===== src/rtl/i2s_tdm_receiver.sv =====
// i2s_tdm_receiver: I2S/TDM serial-audio capture into an AXI4-Stream master via a small show-ahead FIFO
module i2s_tdm_receiver #(
   parameter int SAMPLE_WIDTH = 24,
   parameter int SLOT_WIDTH   = 32,
   parameter int CHANNELS     = 2,
   parameter int TDATA_WIDTH  = 32,
   parameter int FIFO_DEPTH   = 4,
   parameter int JUSTIFY      = 0
) (
   input  logic                                             M_AXIS_ACLK,
   input  logic                                             M_AXIS_ARESETN,
   input  logic                                             sck,
   input  logic                                             ws,
   input  logic                                             sd,
   input  logic                                             lj,
   input  logic                                             status_clr,
   output logic                                             M_AXIS_TVALID,
   output logic [TDATA_WIDTH-1:0]                           M_AXIS_TDATA,
   output logic [((CHANNELS > 2) ? $clog2(CHANNELS) : 1)-1:0] M_AXIS_TUSER,
   output logic                                             M_AXIS_TLAST,
   input  logic                                             M_AXIS_TREADY,
   output logic                                             overflow,
   output logic                                             resync_err
);
   localparam int UW = (CHANNELS > 2) ? $clog2(CHANNELS) : 1;
   localparam int BW = $clog2(SLOT_WIDTH);
   localparam int AW = $clog2(FIFO_DEPTH);
   localparam int EW = TDATA_WIDTH + UW;
   localparam logic [UW-1:0] LAST_SLOT = UW'(CHANNELS - 1);
   localparam logic [BW-1:0] LAST_BIT  = BW'(SLOT_WIDTH - 1);
   localparam logic [BW-1:0] SMP_BIT   = BW'(SAMPLE_WIDTH - 1);
   localparam logic [AW:0]   FULL_CNT  = (AW + 1)'(FIFO_DEPTH);

   typedef enum logic [1:0] {SEARCH, CAPTURE, WAIT_SYNC} state_t;

   logic [2:0]              r_sck, r_ws, r_sd;
   logic                    r_rise, r_ws_prev, r_lj, r_push;
   state_t                  r_state, w_state_nx;
   logic [BW-1:0]           r_bit, w_bit_nx;
   logic [UW-1:0]           r_slot, w_slot_nx, r_push_slot;
   logic [SAMPLE_WIDTH-1:0] r_sr;
   logic                    w_lj_nx, w_shift, w_push, w_resync, w_fs, w_at_end;
   logic [EW-1:0]           r_mem [FIFO_DEPTH];
   logic [AW-1:0]           r_wp, r_rp;
   logic [AW:0]             r_cnt;
   logic [EW-1:0]           w_head;
   logic [TDATA_WIDTH-1:0]  w_fmt;
   logic                    w_valid, w_pop, w_full, w_wr, w_ovf;

   assign w_fs     = r_rise && r_ws_prev && !r_ws[2];
   assign w_at_end = (r_slot == LAST_SLOT) && (r_bit == LAST_BIT);

   // Synchronise the serial pins and derive a registered one-cycle strobe per sck rising edge
   always_ff @(posedge M_AXIS_ACLK) begin
      if (!M_AXIS_ARESETN) begin
         r_sck     <= '0;
         r_ws      <= '0;
         r_sd      <= '0;
         r_rise    <= 1'b0;
         r_ws_prev <= 1'b0;
      end else begin
         r_sck  <= {r_sck[1:0], sck};
         r_ws   <= {r_ws[1:0], ws};
         r_sd   <= {r_sd[1:0], sd};
         r_rise <= r_sck[1] && !r_sck[2];
         if (r_rise) r_ws_prev <= r_ws[2];
      end
   end

   // Frame tracking: a frame start always restarts slot 0; a normal end-of-frame start is not an error
   always_comb begin
      w_state_nx = r_state;
      w_bit_nx   = r_bit;
      w_slot_nx  = r_slot;
      w_lj_nx    = r_lj;
      w_shift    = 1'b0;
      w_push     = 1'b0;
      w_resync   = 1'b0;
      if (w_fs) begin
         w_state_nx = CAPTURE;
         w_slot_nx  = '0;
         w_lj_nx    = (r_state == SEARCH) ? lj : r_lj;
         w_resync   = (r_state == CAPTURE) && !w_at_end;
         w_shift    = w_lj_nx || ((r_state == CAPTURE) && w_at_end && (r_bit <= SMP_BIT));
         w_push     = !w_lj_nx && (r_state == CAPTURE) && w_at_end && (r_bit == SMP_BIT);
         w_bit_nx   = w_lj_nx ? BW'(1) : '0;
      end else if (r_rise && (r_state == CAPTURE)) begin
         w_shift    = r_bit <= SMP_BIT;
         w_push     = r_bit == SMP_BIT;
         w_bit_nx   = (r_bit == LAST_BIT) ? '0 : r_bit + 1'b1;
         w_slot_nx  = (r_bit != LAST_BIT) ? r_slot : (r_slot == LAST_SLOT) ? '0 : r_slot + 1'b1;
         w_state_nx = w_at_end ? WAIT_SYNC : CAPTURE;
      end
   end

   // State, counters and the MSB-first shift register; a completed sample is staged for the FIFO
   always_ff @(posedge M_AXIS_ACLK) begin
      if (!M_AXIS_ARESETN) begin
         r_state     <= SEARCH;
         r_bit       <= '0;
         r_slot      <= '0;
         r_lj        <= 1'b0;
         r_sr        <= '0;
         r_push      <= 1'b0;
         r_push_slot <= '0;
      end else begin
         r_state     <= w_state_nx;
         r_bit       <= w_bit_nx;
         r_slot      <= w_slot_nx;
         r_lj        <= w_lj_nx;
         r_push      <= w_push;
         if (w_shift) r_sr <= {r_sr[SAMPLE_WIDTH-2:0], r_sd[2]};
         if (w_push) r_push_slot <= r_slot;
      end
   end

   assign w_fmt   = (JUSTIFY != 0) ? (TDATA_WIDTH'(r_sr) << (TDATA_WIDTH - SAMPLE_WIDTH))
                                   : TDATA_WIDTH'($signed(r_sr));
   assign w_valid = r_cnt != '0;
   assign w_full  = r_cnt == FULL_CNT;
   assign w_pop   = w_valid && M_AXIS_TREADY;
   assign w_wr    = r_push && (!w_full || w_pop);
   assign w_ovf   = r_push && w_full && !w_pop;
   assign w_head  = r_mem[r_rp];

   // FIFO storage, written only when there is room or a pop frees a slot in the same cycle
   always_ff @(posedge M_AXIS_ACLK) begin
      if (w_wr) r_mem[r_wp] <= {w_fmt, r_push_slot};
   end

   // FIFO pointers and occupancy
   always_ff @(posedge M_AXIS_ACLK) begin
      if (!M_AXIS_ARESETN) begin
         r_wp  <= '0;
         r_rp  <= '0;
         r_cnt <= '0;
      end else begin
         if (w_wr) r_wp <= r_wp + 1'b1;
         if (w_pop) r_rp <= r_rp + 1'b1;
         r_cnt <= r_cnt + (AW + 1)'(w_wr) - (AW + 1)'(w_pop);
      end
   end

   // Sticky error flags; a set event wins over a simultaneous clear
   always_ff @(posedge M_AXIS_ACLK) begin
      if (!M_AXIS_ARESETN) begin
         overflow   <= 1'b0;
         resync_err <= 1'b0;
      end else begin
         overflow   <= w_ovf ? 1'b1 : status_clr ? 1'b0 : overflow;
         resync_err <= w_resync ? 1'b1 : status_clr ? 1'b0 : resync_err;
      end
   end

   assign M_AXIS_TVALID = w_valid;
   assign M_AXIS_TDATA  = w_valid ? w_head[EW-1:UW] : '0;
   assign M_AXIS_TUSER  = w_valid ? w_head[UW-1:0] : '0;
   assign M_AXIS_TLAST  = w_valid && (M_AXIS_TUSER == LAST_SLOT);
endmodule


===== config.mk =====
export PLATFORM = sky130hd
export DESIGN_NAME = i2s_tdm_receiver
export DESIGN_NICKNAME = d
export VERILOG_FILES = /design/src/rtl/i2s_tdm_receiver.sv
export SDC_FILE = /design/constraint.sdc
export NUM_CORES = 1
export LEC_CHECK = 0
export CAP_MARGIN = 20
export CORE_ASPECT_RATIO = 0.75
export CORE_MARGIN = 2
export CORE_UTILIZATION = 57
export DETAILED_ROUTE_END_ITERATION = 10
export PLACE_DENSITY = 0.78
export SLEW_MARGIN = 0
export SYNTH_ARGS = -nofsm -noshare
export SYNTH_HDL_FRONTEND = slang
export SYNTH_SLANG_ARGS = --single-unit

===== constraint.sdc =====
create_clock -name M_AXIS_ACLK -period 3.25 [get_ports M_AXIS_ACLK]
set_clock_uncertainty 0.1 [all_clocks]
set_input_delay 0.65 -clock M_AXIS_ACLK [delete_from_list [all_inputs] [get_ports M_AXIS_ACLK]]
set_output_delay 0.65 -clock M_AXIS_ACLK [all_outputs]
set_load 0.05 [all_outputs]

==> results of run 1 <==
## through the flow
step / utilization [%] / power (W) / setup slack [ns] / area (sq um) / cells
after detailed placement: 64.2 / 0.00519 / 0.0888 / 6640 / 554
final: 70.1 / 0.00714 / 0.324 / 7240 / 586
after global routing: 70.1 / 0.00741 / 0.250 / 7240 / 586
after CTS: 70.1 / 0.00721 / 0.297 / 7240 / 586
after global placement: 64.2 / 0.00516 / 0.186 / 6640 / 554
after floorplan: - / 0.00428 / 0.293 / 6060 / 392
## per-layer routing
metal / GRT usage, % / vias up
li1: - / 1515
met1: 27.4 / 1563
met2: 32.7 / 75
met3: 6.40 / 4
met4: 6.25 / 0
met5: 0 / -
## power groups by stage
| stage | sequential, W | combinational [W] | clock [W] |
|---|---|---|---|
| floorplan | 0.00219 | 0.00209 | 0 |
| global placement | 0.00223 | 0.00293 | 0 |
| detailed placement | 0.00223 | 0.00296 | 0 |
| CTS | 0.00219 | 0.00297 | 0.00205 |
| global route | 0.00220 | 0.00307 | 0.00214 |
| finish | 0.00219 | 0.00293 | 0.00202 |
## critical path: stages (launching register included)
cell and delay [ns]:
dfxtp_1 0.35, or3_1 0.61, clkdlybuf4s50_1 0.79
## worst paths after layout
kind	cells past startpoint	to	start	slack [ns]
hold / removal	1	r_rise	r_sck[2]	0.28
setup / recovery	2	M_AXIS_TVALID	r_cnt[1]	0.32
setup reg to reg	9	r_cnt[2]	r_cnt[1]	0.53
hold reg to reg	1	r_rise	r_sck[2]	0.28
## logic make-up after synthesis
family	share of synthesized area [%]
flops	68.3
simple gates	9.95
mux	13.9
buf+inv	3.18
compound gates	1.77
fa+ha+maj	1.98
xor+xnor	0.867
## registers in the layout (all words and copies together) (netlist names), 2 cells and up, named ones only
name,cells
r_bit,5
r_cnt,3
r_mem,100
r_rp,2
r_sck,3
r_sd,3
r_sr,24
r_state,2
r_wp,2
r_ws,3
## cells in the final DEF, fill, tap and decap left out, types with 10 or more instances in the layout
cell type and n:
buf_12 11, edfxtp_1 100, dfxtp_1 56, mux4_2 25, and2_1 41, buf_4 33, clkbuf_16 17, nand2_1 35
mux2i_1 28, a21oi_1 10, nor2_1 16, clkdlybuf4s50_1 10
## layout make-up
class,count,area (sq um),area share [%]
clock inverter,13,174,2.40
clock buffer,19,433,5.98
tap,136,170,2.35
inverter,7,26.3,0.363
multi-input combinational,200,1730,23.8
timing repair buffer,54,568,7.84
sequential,157,4150,57.2
==> out/qor.yml, run 1 <==
synth_top_area_share_pct: 49.5
vias_per_cell: 5.39
fin_crit_sh_pct: 90.0
synth_cells: 392
synthArstFlopShare_pct: 0
cp.arrival_ns: 2.18
syn_avg_cell_area_sq_um: 15.5
htree_levels: 4
yosys_warnings: 0
finalSetupTns_ns: 0
cp-end-kind: "primary output"
wl_met1_um: 4750
drtIter0Drc: 257
numCtsBuffers: 17
synthTopCellsByArea: "edfxtp_1 50%, dfxtp_1 19%, mux4_2 9.3%, mux2i_1 4.6%, and2_1 4.2%"
num_antenna_cells: 0
rsz0062_at_grt: "no"
whs_ns: 0.284
synth_cell_types: 39
hp-class: "register to register"
switchingPower_w: 0.00257
vias: 3157
final_hold_viol_count: 0
cts_resized: 0
io-pin-count: 45
setup_viol: 0
swShare_pct: 36.0
p_comb_share_pct: 41.1
grt_antenna_before_repair: 0
critPathRequiredTime_ns: 2.50
critPathMaxFanout: 14
dieWidth_um: 123
ys_ff_latch: 157
core_sq_um: 10300
clock-sinks: 157
area_growth_pct: 19.5
fmax_mhz: 342
cts.hold.buffers_added: 0
drv_cap: 0
wl_per_cell_um: 18.2
num-fill-cells: 673
syn_nets: 409
status: "finished, final reports clean"
overflow: 0
tightest_slew_ns: 0.586
die_area_sq_um: 11500
synth.most_common_cell: "edfxtp_1"
max_slew_margin_pct: 60.9
slew_viol_final: 0
cp-start-kind: "register"
cts_tree: "built"
wl_met2_um: 5340
synth_area_leader_cell: "edfxtp_1"
place_congestion: 0.741
top_layer_used: "met4"
drive_above_1_share_pct: 22.7
first_global_vias: 3277
synth_area_sq_um: 6060
dieHeight_um: 93.3
insertion_delay_ns: 0.42
period_minus_slack_ns: 2.93
drc_errors: 0
rows: 32
postCtsSetupRepairBufs: 0
p_per_area_nw_per_um2: 986
synth_edf_count: 100
dr.pass1.iters: 5
path_clk_slew_ns: 0.06
p_int_w: 0.00457
cts_buffer_depth: 2
synth-seq-area-share_pct: 68.3
start_util_pct: 58.7
criticalPathCategory: "register to primary output"
drtAntennaViolNets: 0
clockRootBuffer: "clkbuf_16"
grt_max_degree: 39
ir_drop_v: 0.000743
track_usage_pct: 20.6
synth_common_cells: "100 x edfxtp_1, 57 x dfxtp_1, 41 x and2_1"
wirelength_um: 10600
portBuffers: 44
dominantRegCellSynth: "edfxtp_1"
power_frac_clock_pct: 28.3
dp_hpwl_um: 6390
grt_pass1_wl_um: 17200
wl_met3_um: 520
seqPwrFrac_pct: 30.6
nets: 454
total_leakage_power_nw: 2.77
Power figures use the tool's default switching activity.
==> inputs of run 2 (changes only) <==
Settings changed: CORE_ASPECT_RATIO 0.75 to 0.5.
==> run 2 against run 1 <==
Cell count increased by 0.68%. Power decreased by 5.5%. Combinational power decreased by 10%. Sequential share of layout area increased by 1.0 points.
==> out/qor.yml, run 2 (synthesis gave the netlist of run 1 again) <==
core_sq_um: 10300
setup_viol: 0
fin_crit_sh_pct: 88.7
place_congestion: 0.736
critPathMaxFanout: 26
cts_resized: 0
vias: 3198
cpPeakStageDelay_ns: 0.73
status: "finished, final reports clean"
htree_levels: 4
clockRootBuffer: "clkbuf_16"
cts_buffer_depth: 2
ir_drop_v: 0.000385
nets: 454
rsz0062_at_grt: "no"
r2r_setup_slack_ns: 0.74
top_register: "r_mem"
final_hold_viol_count: 0
path_depth: 3
first_global_vias: 3293
cts_tree: "built"
fmax_mhz: 347
num_antenna_cells: 0
grt_antenna_before_repair: 0
wirelength_um: 10100
drc_errors: 0
vias_per_cell: 5.42
drv_cap: 0
clock-sinks: 157
dp_hpwl_um: 6200
insertion_delay_ns: 0.41
reg2reg_from: "r_cnt[1]"
final_common_cell: "edfxtp_1"
drtIter0Drc: 253
min_from: "r_sck[2]"
period_minus_slack_ns: 2.88
crit_buf_inv: 2
finalSetupTns_ns: 0
cp-start-kind: "register"
max_slew_margin_pct: 65.2
seqPwrFrac_pct: 32.0
track_usage_pct: 19.6
postCtsSetupRepairBufs: 0
final_util_pct: 69.2
wl_per_cell_um: 17.1
power_frac_clock_pct: 29.0
grt_pass1_wl_um: 16700
switchingPower_w: 0.00250
dieWidth_um: 150
worstPathCellList: "or3_1 -> buf_4 -> clkdlybuf4s50_1"
overflow: 0
drtAntennaViolNets: 0
dieHeight_um: 76.9
die_area_sq_um: 11500
hp-class: "register to register"
critPathRequiredTime_ns: 2.50
cp.arrival_ns: 2.13
slew_viol_final: 0
slowest_stage: "clkdlybuf4s50_1"
path_clk_slew_ns: 0.06
cts.hold.buffers_added: 0
fin_cells: 590
drive_above_1_share_pct: 23.1
portBuffers: 44
criticalPathCategory: "register to primary output"
area_growth_pct: 17.3
top_regs: "r_mem (100), r_sr (24), r_bit (5)"
grt_max_degree: 27
regToRegEndpoint: "r_cnt[2]"
crit_end: "M_AXIS_TVALID"
io-pin-count: 45
critPathLaunch: "r_cnt[1]"
place_inst: 558
layout_common_cells: "100 x edfxtp_1, 57 x dfxtp_1, 43 x buf_4"
cp-end-kind: "primary output"
p_comb_share_pct: 38.9
cp_top_family: "buffers and inverters"
swShare_pct: 37.1
start_util_pct: 59.0
total_leakage_power_nw: 2.72
reg2regPathDepth: 9
largest_reg_flops: 100
dr.pass1.iters: 5
numCtsBuffers: 17
rows: 26
p_int_w: 0.00425
p_per_area_nw_per_um2: 949
tightest_slew_ns: 0.520
-- run 2: changes by cell type in the layout (fill, tap and decap cells not counted) --
cell / previous run / this run
buf_12: 11 / 1
buf_4: 33 / 43
clkinv_1: 2 / 0
clkinv_4: 2 / 4
clkinvlp_4: 0 / 2
bufinv_16: 4 / 3
clkbuf_1: 2 / 1
dfxtp_1: 56 / 57
dfxtp_2: 1 / 0
-- run 2: power groups by stage --
stage | sequential, W | combinational, W | clock, W
6_report | 0.00216 | 0.00263 | 0.00196
4_1_cts | 0.00216 | 0.00266 | 0.00199
3_5_place_dp | 0.00221 | 0.00266 | 0
5_1_grt | 0.00217 | 0.00274 | 0.00209
3_3_place_gp | 0.00220 | 0.00262 | 0
2_1_floorplan | 0.00219 | 0.00209 | 0
-- run 2: worst register-to-register path: cells and delay by family, from the launching register on --
kind	cells	cell delay, ns
XOR/XNOR	2	0.36
buffers and inverters	1	0.04
flip-flops	1	0.34
adder cells (fa/ha/maj)	3	0.87
AND/OR/NAND/NOR	3	0.68
-- run 2: worst min-delay path by stage --
stage                  end  slack, ns  cells after the start
floorplan           r_rise       0.27                      1
global placement    r_rise       0.28                      1
detailed placement  r_rise       0.29                      1
CTS                 r_rise       0.30                      1
global route        r_rise       0.31                      1
finish              r_rise       0.29                      1
-- run 2: routing by layer --
layer  vias to the layer above  part of all wire, %  global-route usage (%)
met1                      1596                   42                    25.0
met4                         0                  1.1                    6.98
met3                         8                  5.5                    5.95
met2                        87                   51                    32.1
met5                         -                    0                       0
li1                       1507                    -                       -
-- run 2: per-stage QoR --
stage	hold slack, ns	setup WS, ns	power (W)	instance area [sq um]
CTS	0.300	0.347	0.00682	7110
finish	0.294	0.367	0.00675	7110
detailed placement	0.294	0.0177	0.00486	6520
global route	0.306	0.279	0.00699	7110
global placement	0.275	0.173	0.00483	6520
floorplan	0.267	0.293	0.00428	6060
-- run 2: area by class of cell --
class	count	area (sq um)
Clock buffer	18	429
Inverter	7	26.3
Clock inverter	14	169
Fill cell	699	3170
Sequential cell	157	4140
Multi-Input combinational cell	200	1730
Timing Repair Buffer	54	443
Tap cell	140	175
